$ cat config.mk
export PLATFORM = sky130hd
export DESIGN_NAME = pc_next_unit_flat
export DESIGN_NICKNAME = d
export VERILOG_FILES = /design/src/rtl/pc_next_pkg.sv /design/src/rtl/pc_next_unit_if.sv /design/src/rtl/pc_target_calc.sv /design/src/rtl/pc_next_unit.sv /design/src/flat_wrapper.sv
export SDC_FILE = /design/constraint.sdc
export NUM_CORES = 1
export LEC_CHECK = 0
export CAP_MARGIN = 20
export CORE_MARGIN = 5
export CORE_UTILIZATION = 42
export DETAILED_ROUTE_END_ITERATION = 6
export GPL_TIMING_DRIVEN = 0
export PLACE_DENSITY = 0.82
export SYNTH_ARGS = -nofsm -noshare
export SYNTH_HDL_FRONTEND = slang
export SYNTH_SLANG_ARGS = --single-unit
$ cat constraint.sdc
create_clock -name clk -period 2.9 [get_ports clk]
set_input_delay 0.435 -clock clk [delete_from_list [all_inputs] [get_ports clk]]
set_output_delay 0.435 -clock clk [all_outputs]
set_load 0.005 [all_outputs]
$ cat src/rtl/pc_next_pkg.sv
// Shared constants for the next-PC unit: redirect mode encodings and fetch step.
package pc_next_pkg;

    typedef logic [1:0] mode_t;

    localparam mode_t MODE_BRANCH = 2'b00;
    localparam mode_t MODE_JUMP   = 2'b01;
    localparam mode_t MODE_JR     = 2'b10;
    localparam mode_t MODE_EXC    = 2'b11;

    localparam int unsigned PC_STEP = 4;

endpackage : pc_next_pkg

$ cat src/rtl/pc_next_unit_if.sv
// Redirect request bundle from decode/execute into the next-PC unit.
interface pc_next_unit_if
    import pc_next_pkg::*;
#(
    parameter int unsigned ADDR_W   = 32,
    parameter int unsigned REGION_W = 4,
    parameter int unsigned IMM_W    = 16
);
    localparam int unsigned TGT_W = ADDR_W - REGION_W - 2;

    logic              redirect_valid;
    mode_t             redirect_mode;
    logic [ADDR_W-1:0] branch_base;
    logic [IMM_W-1:0]  imm;
    logic [TGT_W-1:0]  target;
    logic [ADDR_W-1:0] jr_addr;

    modport master (
        output redirect_valid,
        output redirect_mode,
        output branch_base,
        output imm,
        output target,
        output jr_addr
    );

    modport slave (
        input redirect_valid,
        input redirect_mode,
        input branch_base,
        input imm,
        input target,
        input jr_addr
    );

endinterface : pc_next_unit_if

$ cat src/rtl/pc_target_calc.sv
// Combinational redirect target: branch adder, region-jump combiner, JR alignment
// and exception vector, selected by the redirect mode.
module pc_target_calc
    import pc_next_pkg::*;
#(
    parameter int unsigned       ADDR_W     = 32,
    parameter int unsigned       REGION_W   = 4,
    parameter int unsigned       IMM_W      = 16,
    parameter logic [ADDR_W-1:0] EXC_VECTOR = 32'h0000_0080,
    localparam int unsigned      TGT_W      = ADDR_W - REGION_W - 2
) (
    input  mode_t             mode,
    input  logic [ADDR_W-1:0] branch_base,
    input  logic [IMM_W-1:0]  imm,
    input  logic [TGT_W-1:0]  target,
    input  logic [ADDR_W-1:0] jr_addr,
    output logic [ADDR_W-1:0] next_target_c,
    output logic              misaligned_c
);

    localparam int unsigned EXT_W = ADDR_W - IMM_W - 2;

    logic [ADDR_W-1:0] branch_off;
    logic [ADDR_W-1:0] branch_tgt;
    logic [ADDR_W-1:0] region_tgt;
    logic [ADDR_W-1:0] jr_tgt;

    // Word offset sign-extended and scaled to bytes in one concatenation.
    assign branch_off = {{EXT_W{imm[IMM_W-1]}}, imm, 2'b00};
    assign branch_tgt = branch_base + branch_off;
    assign region_tgt = {branch_base[ADDR_W-1 -: REGION_W], target, 2'b00};
    assign jr_tgt     = {jr_addr[ADDR_W-1:2], 2'b00};

    always_comb begin
        next_target_c = branch_tgt;
        misaligned_c  = 1'b0;
        case (mode)
            MODE_BRANCH: next_target_c = branch_tgt;
            MODE_JUMP:   next_target_c = region_tgt;
            MODE_JR: begin
                next_target_c = jr_tgt;
                misaligned_c  = |jr_addr[1:0];
            end
            MODE_EXC:    next_target_c = EXC_VECTOR;
            default:     next_target_c = branch_tgt;
        endcase
    end

endmodule : pc_target_calc

$ cat src/rtl/pc_next_unit.sv
// Fetch PC register with sequential/redirect selection and a one-deep buffer
// that holds a redirect arriving under stall until fetch resumes.
module pc_next_unit
    import pc_next_pkg::*;
#(
    parameter int unsigned       ADDR_W     = 32,
    parameter int unsigned       REGION_W   = 4,
    parameter int unsigned       IMM_W      = 16,
    parameter logic [ADDR_W-1:0] RESET_PC   = 32'h0000_0000,
    parameter logic [ADDR_W-1:0] EXC_VECTOR = 32'h0000_0080
) (
    input  logic              clk,
    input  logic              rst_n,
    input  logic              stall,
    pc_next_unit_if.slave     rdr,
    output logic [ADDR_W-1:0] pc_out,
    output logic [ADDR_W-1:0] pc_plus4,
    output logic              redirect_pending,
    output logic              misaligned_jr
);

    logic [ADDR_W-1:0] live_tgt;
    logic              live_mis;

    logic [ADDR_W-1:0] pc_q, pc_d;
    logic [ADDR_W-1:0] buf_tgt_q, buf_tgt_d;
    logic              buf_mis_q, buf_mis_d;
    logic              pending_q, pending_d;
    logic              mis_q, mis_d;

    pc_target_calc #(
        .ADDR_W     (ADDR_W),
        .REGION_W   (REGION_W),
        .IMM_W      (IMM_W),
        .EXC_VECTOR (EXC_VECTOR)
    ) u_calc (
        .mode          (rdr.redirect_mode),
        .branch_base   (rdr.branch_base),
        .imm           (rdr.imm),
        .target        (rdr.target),
        .jr_addr       (rdr.jr_addr),
        .next_target_c (live_tgt),
        .misaligned_c  (live_mis)
    );

    // Next-state selection: live redirect beats the buffered one, which beats sequential.
    always_comb begin
        pc_d      = pc_q;
        buf_tgt_d = buf_tgt_q;
        buf_mis_d = buf_mis_q;
        pending_d = pending_q;
        mis_d     = 1'b0;
        if (!stall) begin
            if (rdr.redirect_valid) begin
                pc_d      = live_tgt;
                pending_d = 1'b0;
                mis_d     = live_mis;
            end else if (pending_q) begin
                pc_d      = buf_tgt_q;
                pending_d = 1'b0;
                mis_d     = buf_mis_q;
            end else begin
                pc_d      = pc_q + ADDR_W'(PC_STEP);
            end
        end else if (rdr.redirect_valid) begin
            buf_tgt_d = live_tgt;
            buf_mis_d = live_mis;
            pending_d = 1'b1;
        end
    end

    always_ff @(posedge clk) begin
        if (!rst_n) begin
            pc_q      <= RESET_PC;
            buf_tgt_q <= '0;
            buf_mis_q <= 1'b0;
            pending_q <= 1'b0;
            mis_q     <= 1'b0;
        end else begin
            pc_q      <= pc_d;
            buf_tgt_q <= buf_tgt_d;
            buf_mis_q <= buf_mis_d;
            pending_q <= pending_d;
            mis_q     <= mis_d;
        end
    end

    assign pc_out           = pc_q;
    assign pc_plus4         = pc_q + ADDR_W'(PC_STEP);
    assign redirect_pending = pending_q;
    assign misaligned_jr    = mis_q;

endmodule : pc_next_unit

$ cat src/flat_wrapper.sv
// flat-port wrapper written by rule: the top's interface ports become plain ports
module pc_next_unit_flat import pc_next_pkg::*;
#(
    parameter int unsigned       ADDR_W     = 32,
    parameter int unsigned       REGION_W   = 4,
    parameter int unsigned       IMM_W      = 16,
    parameter logic [ADDR_W-1:0] RESET_PC   = 32'h0000_0000,
    parameter logic [ADDR_W-1:0] EXC_VECTOR = 32'h0000_0080
)
  (clk, rst_n, stall, pc_out, pc_plus4, redirect_pending, misaligned_jr, rdr_redirect_valid, rdr_redirect_mode, rdr_branch_base, rdr_imm, rdr_target, rdr_jr_addr);
  pc_next_unit_if #(.ADDR_W(ADDR_W), .REGION_W(REGION_W), .IMM_W(IMM_W)) rdr_i ();
  input  logic clk;
  input  logic rst_n;
  input  logic stall;
  output logic [ADDR_W-1:0] pc_out;
  output logic [ADDR_W-1:0] pc_plus4;
  output logic redirect_pending;
  output logic misaligned_jr;
  input wire logic [$bits(rdr_i.redirect_valid)-1:0] rdr_redirect_valid;
  input wire logic [$bits(rdr_i.redirect_mode)-1:0] rdr_redirect_mode;
  input wire logic [$bits(rdr_i.branch_base)-1:0] rdr_branch_base;
  input wire logic [$bits(rdr_i.imm)-1:0] rdr_imm;
  input wire logic [$bits(rdr_i.target)-1:0] rdr_target;
  input wire logic [$bits(rdr_i.jr_addr)-1:0] rdr_jr_addr;
  assign rdr_i.redirect_valid = rdr_redirect_valid;
  assign rdr_i.redirect_mode = rdr_redirect_mode;
  assign rdr_i.branch_base = rdr_branch_base;
  assign rdr_i.imm = rdr_imm;
  assign rdr_i.target = rdr_target;
  assign rdr_i.jr_addr = rdr_jr_addr;
  pc_next_unit #(.ADDR_W(ADDR_W), .REGION_W(REGION_W), .IMM_W(IMM_W), .RESET_PC(RESET_PC), .EXC_VECTOR(EXC_VECTOR)) u_core (.clk(clk), .rst_n(rst_n), .stall(stall), .rdr(rdr_i), .pc_out(pc_out), .pc_plus4(pc_plus4), .redirect_pending(redirect_pending), .misaligned_jr(misaligned_jr));
endmodule
**Word-level counts from Yosys, hierarchy flattened**

Index checks and enable logic that the tools add are counted.

- Input bits: 112
- Output and inout port bits: 66
- Register bits: 67
- Logic and storage cells: 22

- Bitwise operators: 1
- Reduce and logical (&&, ||, !) cells: 5
- Equality and inequality tests: 3
- $add $sub $neg: 2
- Muxes and demuxes: 6

Operators with widths:

| kind | count |
|---|---|
| $pmux W32 S4 | 1 |
| $mux W32 | 2 |
| $add A32 B3 Y32 const B | 1 |
| $add A32 B32 Y32 | 1 |
| $eq A2 B2 Y1 const B | 2 |
| $reduce_and A2 Y1 | 2 |
| $reduce_or A2 Y1 | 2 |
| $mux W1 | 3 |
| $eq A2 B1 Y1 const B | 1 |
| $logic_not A2 Y1 | 1 |
| $not A1 Y1 | 1 |

**Depth between registers and ports, before layout**

- Depth after elaboration: 3
- Mapped depth: 11
- Mapped depth without buffers: 11

**By module**

A second synthesis with hierarchy kept.

- Cell total of the unflattened synthesis: 828
- Area total of the unflattened synthesis: 6018.3 um^2

Modules (own cells, without submodules):

| module | instances | area an instance (um^2) | cells an instance | sequential area each (um^2) |
|---|---|---|---|---|
| pc_next_unit | 1 | 3796.1 | 502 | 1341.3 |
| pc_target_calc | 1 | 2222.1 | 326 | 0.0 |

**Worst setup path after synthesis**

OpenSTA, ideal clock, no wires.

- Path kind: input to register
- Start: in rdr_imm[15]
- End: reg u_core.pc_q[31] (netlist: u_core.pc_out[31])
- Data arrival time: 2.782 ns
- Library setup time: 0.122 ns
- Cell stages on the path: 11
- Buffers on the path: 1
- Path slack: -0.004 ns
- Required time: 2.778 ns
- Cell sequence: ha_1 -> clkbuf_1 -> a21oi_1 -> o211ai_1 -> a41o_1 -> and3_1 -> a221oi_1 -> o21ai_1 -> xor2_1 -> a22o_1 -> a221o_1

- Cells in the longest elaborated chain, start to end: 3

Ends and longest elaborated chain:

| item | RTL line | text |
|---|---|---|
| start, declared | flat_wrapper.sv:22 | `input wire logic [$bits(rdr_i.imm)-1:0] rdr_imm;` |
| $add A32 B32 Y32 | pc_target_calc.sv:30 | `assign branch_tgt = branch_base + branch_off;` |
| $pmux W32 S4 | pc_target_calc.sv:37 | `case (mode)` |
| $mux W32 | pc_next_unit.sv:54 | `if (rdr.redirect_valid) begin` |
| end signal, assigned | pc_next_unit.sv:80 | `pc_q <= pc_d;` |
| end, declared | pc_next_unit.sv:25 | `logic [ADDR_W-1:0] pc_q, pc_d;` |

No other way between the ends.
A chain may end at the register's enable or synchronous reset.

**Final worst setup path**

- Start: reg u_core.pc_q[19] (netlist: u_core.pc_out[19])
- End: out pc_plus4[31]

- Cells in the longest elaborated chain, start to end: 1

Ends and longest elaborated chain:

| item | RTL line | text |
|---|---|---|
| $add A32 B3 Y32 | pc_next_unit.sv:89 | `assign pc_plus4 = pc_q + ADDR_W'(PC_STEP);` |
| end, declared | flat_wrapper.sv:16 | `output logic [ADDR_W-1:0] pc_plus4;` |

No other way between the ends.

==> results.md <==
- I/O pin cnt: 178
- Main synth FF type: dfxtp_1
- RSZ-0062 raised after global routing: true
- Routability cong.: roughly 0.96
- Commonest non-fill, non-tap cell in the layout: clkdlybuf4s50_1
- Most frequent cells in the layout: clkdlybuf4s50_1 (148), nor2_1 (88), a21oi_1 (75)
- Comb pwr share: between 30% and 40%
- Wire per inst: between 15 and 20 um
- Die Span Y: 126 um
- Layout Cells excl Fill: ~1200
- Peak supply drop: approximately 0.00024 V
- Flop-to-flop setup slack: roughly 0.20 ns
- Total CTS buffers: 9
- Reg2Reg Depth: 11
- Row count: between 40 and 50
- Skew-Pair Late Insertion Delay: between 0.3 and 0.4 ns
- Final hold violation count: 0
- Post-synth net total: slightly above 900
- Core area: 0.0132 mm2
- H-tree lvl count: 3
- Setup Crit Path Kind: reg -> out
- Unique masters post-synth: 63
- Fraction of registers with async set/reset: 0%
- Sequential share of power: ~30%
- Detail Placement HPWL: about 16000 um
- Hold Slack: between 0.4 and 0.5 ns
- WHS Path Cells: 2
- R2R Path Start: u_core.pc_out[19]
- Die width: between 100 and 150 um
- CP max FO: 4
- CP Capture Type: output port
- Clock sinks: 67
- Area contributors post-synth: dfxtp_1 (24%), a21oi_1 (8.0%), ha_1 (6.7%)
- Cells after DPL: between 1000 and 1500
- Hold buffer count at CTS: 0
- Worst hold start: u_core.buf_tgt_q[1]
- Area grow syn2layout: 57.8%
- ANT nets after route: 0
- Failing checks: negative setup slack
- Fmax achieved: approximately 340 MHz
- Setup-failing EPs final: 2
- Sw Pwr: ~1.1 mW
- Sw frac: 32.5%
- Synth Warn #: 0
- Clock network power share: between 30% and 40%
- Status: complete, but fails checks
- Required time of the critical path: about 2.5 ns
- Detailed Route WL: around 23000 um
- Max Clock Skew: about 0.0073 ns
- Final Cycle Share: 100%
- Layout cell share with drive strength beyond 1: 18.0%
- Setup_tns: -0.0166 ns
- 1st-iter DRT viols: between 800 and 900
- Largest net degree at the start of global routing: 16
- Gr ovfl total: 0
- Worst EP arrival: 2.48 ns
- Worst Tran Pin Value: around 0.91 ns
- GRT Overall Usage: around a quarter
- Final Max Tran Viols: 0
- Number of enable flip-flop cells after synthesis: 0
- First-pass GRT wire length: roughly 34000 um
- Min-Delay Path Class: reg -> reg
- # Max-Cap Violations: 0
- Leak: 3.51 nW
- Clk pin slew, worst setup/hold paths: 0.06 ns
- Rel. slew slack: 39.4%
- Clk Tree Root Cell: clkbuf_16
- Deepest clock path buffer count: 2
- Post-Synthesis Cell Area: 0.00561 mm2
- Power per Cell Area: 396 mW/mm2
- Setup ws final: -0.0116 ns
- Initial antenna violation count: 0
- Largest area contributor in the netlist: dfxtp_1
- Router iterations before antenna repair: 6
- Hold Crit Endpoint: u_core.buf_tgt_q[1]
- Reg2Reg Capture Point: u_core.pc_out[31]
- P_int: ~2.4 mW
- Crit path launch: u_core.pc_out[19]
- Startpoint types: register
- Net count reported at finish: between 1000 and 1500
- Drt drc: 0
- Syn Inst Count: roughly 770
- Synth Register Bits: 67
- Vias in the first global route: 6620
- Mean Syn Cell Area: about 7.3 um2
- CTS tree: built
- Min cycle time layout: a little under 3 ns
- Synth top area share: a little under a quarter
- Seq/Total Area, Yosys: 23.9%
- Initial core utilization: 42.5%
- Die area: 0.0158 mm2
- Vias per cell: ~6.0
- Antenna cells: 0
- Via count: 7038
- Port bufs: 173
worst max-delay path: stages, from the launching register on:
cell	delay [ns]
dfxtp_2	0.34
and4_4	0.24
and3_4	0.19
nand4_1	0.15
buf_4	0.19
or2_4	0.22
or4_4	0.51
xnor2_2	0.15
buf_2	0.14
sequential cells by signal, indices dropped and copies added (netlist names):
register and count:
u_core.misaligned_jr 1, u_core.buf_tgt_q 32, u_core.redirect_pending 1, u_core.pc_out 32, u_core.buf_mis_q 1
synthesized netlist by cell type (all sizes together), types with 3 or more instances:
cell type / instances
inv: 17
clkbuf: 42
a21oi: 90
o221ai: 3
a22o: 6
nor3b: 3
nand4: 13
a211oi: 23
and3: 7
o21bai: 4
nor2: 93
nand2: 60
or2: 3
a221o: 3
o211ai: 7
a21o: 14
mux2: 9
o21ai: 66
nand2b: 10
xnor2: 27
a22oi: 11
and4: 5
nor2b: 4
o31ai: 4
a32oi: 4
nor3: 17
mux2i: 21
ha: 30
buf: 13
o21a: 5
nand3: 19
a31oi: 9
xor2: 24
dfxtp: 67
worst max-delay path by stage:
stage / slack (ns) / cells after the start / to
finish: -0.01 / 8 / pc_plus4[31]
global route: -0.07 / 8 / pc_plus4[31]
CTS: -0.06 / 8 / pc_plus4[31]
detailed placement: -1.23 / 12 / u_core.pc_out[31]
global placement: -1.23 / 12 / u_core.pc_out[31]
floorplan: 0.004 / 11 / u_core.pc_out[26]
what timing repair did:
item                                    in CTS  in global routing
setup buffers                               40                 11
pin swaps                                   36                 37
gates resized for setup                    100                 81
endpoints found under the setup margin      50                 35
cell type report:
cell class | count | area [um2]
multi-input combinational | 624 | 4520
fill | 1036 | 4350
timing repair buffer | 224 | 2140
sequential | 67 | 1390
clock buffer | 9 | 225
tap | 176 | 220
buffer | 45 | 188
clock inverter | 7 | 92.6
inverter | 19 | 71.3
layer usage:
metal	part of all wire [%]	track usage, %	routed length [um]	vias up
met1	38	33.6	8600	3244
met4	3.9	11.5	901	0
met5	0	0	0	-
met3	12	5.16	2740	84
li1	-	-	-	3244
met2	46	44.0	10600	466
kinds of logic after synthesis:
logic type                 count (synthesis)  share of synthesized area [%]
AOI/OAI and AO/OA                        272                           30.4
xor gates and xnor gates                  51                           7.97
adders and majority gates                 31                           7.05
buffers and inverters                     74                           5.45
DFF                                       67                           23.9
muxes                                     30                           5.56
and+or+nand+nor                          240                           19.6
power by group through the flow:
stage | combinational, mW | sequential [mW] | clock (mW)
floorplan | 0.602 | 1.05 | 0
detailed placement | 1.06 | 1.06 | 0
global placement | 1.04 | 1.06 | 0
finish | 1.29 | 1.03 | 1.18
global route | 1.38 | 1.04 | 1.21
CTS | 1.16 | 1.03 | 1.17
per-stage QoR:
step	utilization [%]	power [mW]	cell area (um2)	setup WS [ns]
final	67.0	3.50	8840	-0.0116
after global routing	67.0	3.63	8840	-0.0683
after CTS	63.7	3.35	8410	-0.0574
after detailed placement	57.3	2.12	7560	-1.23
after global placement	57.3	2.10	7560	-1.23
after floorplan	-	1.65	5610	0.00414
Power figures use the tool's default switching activity.
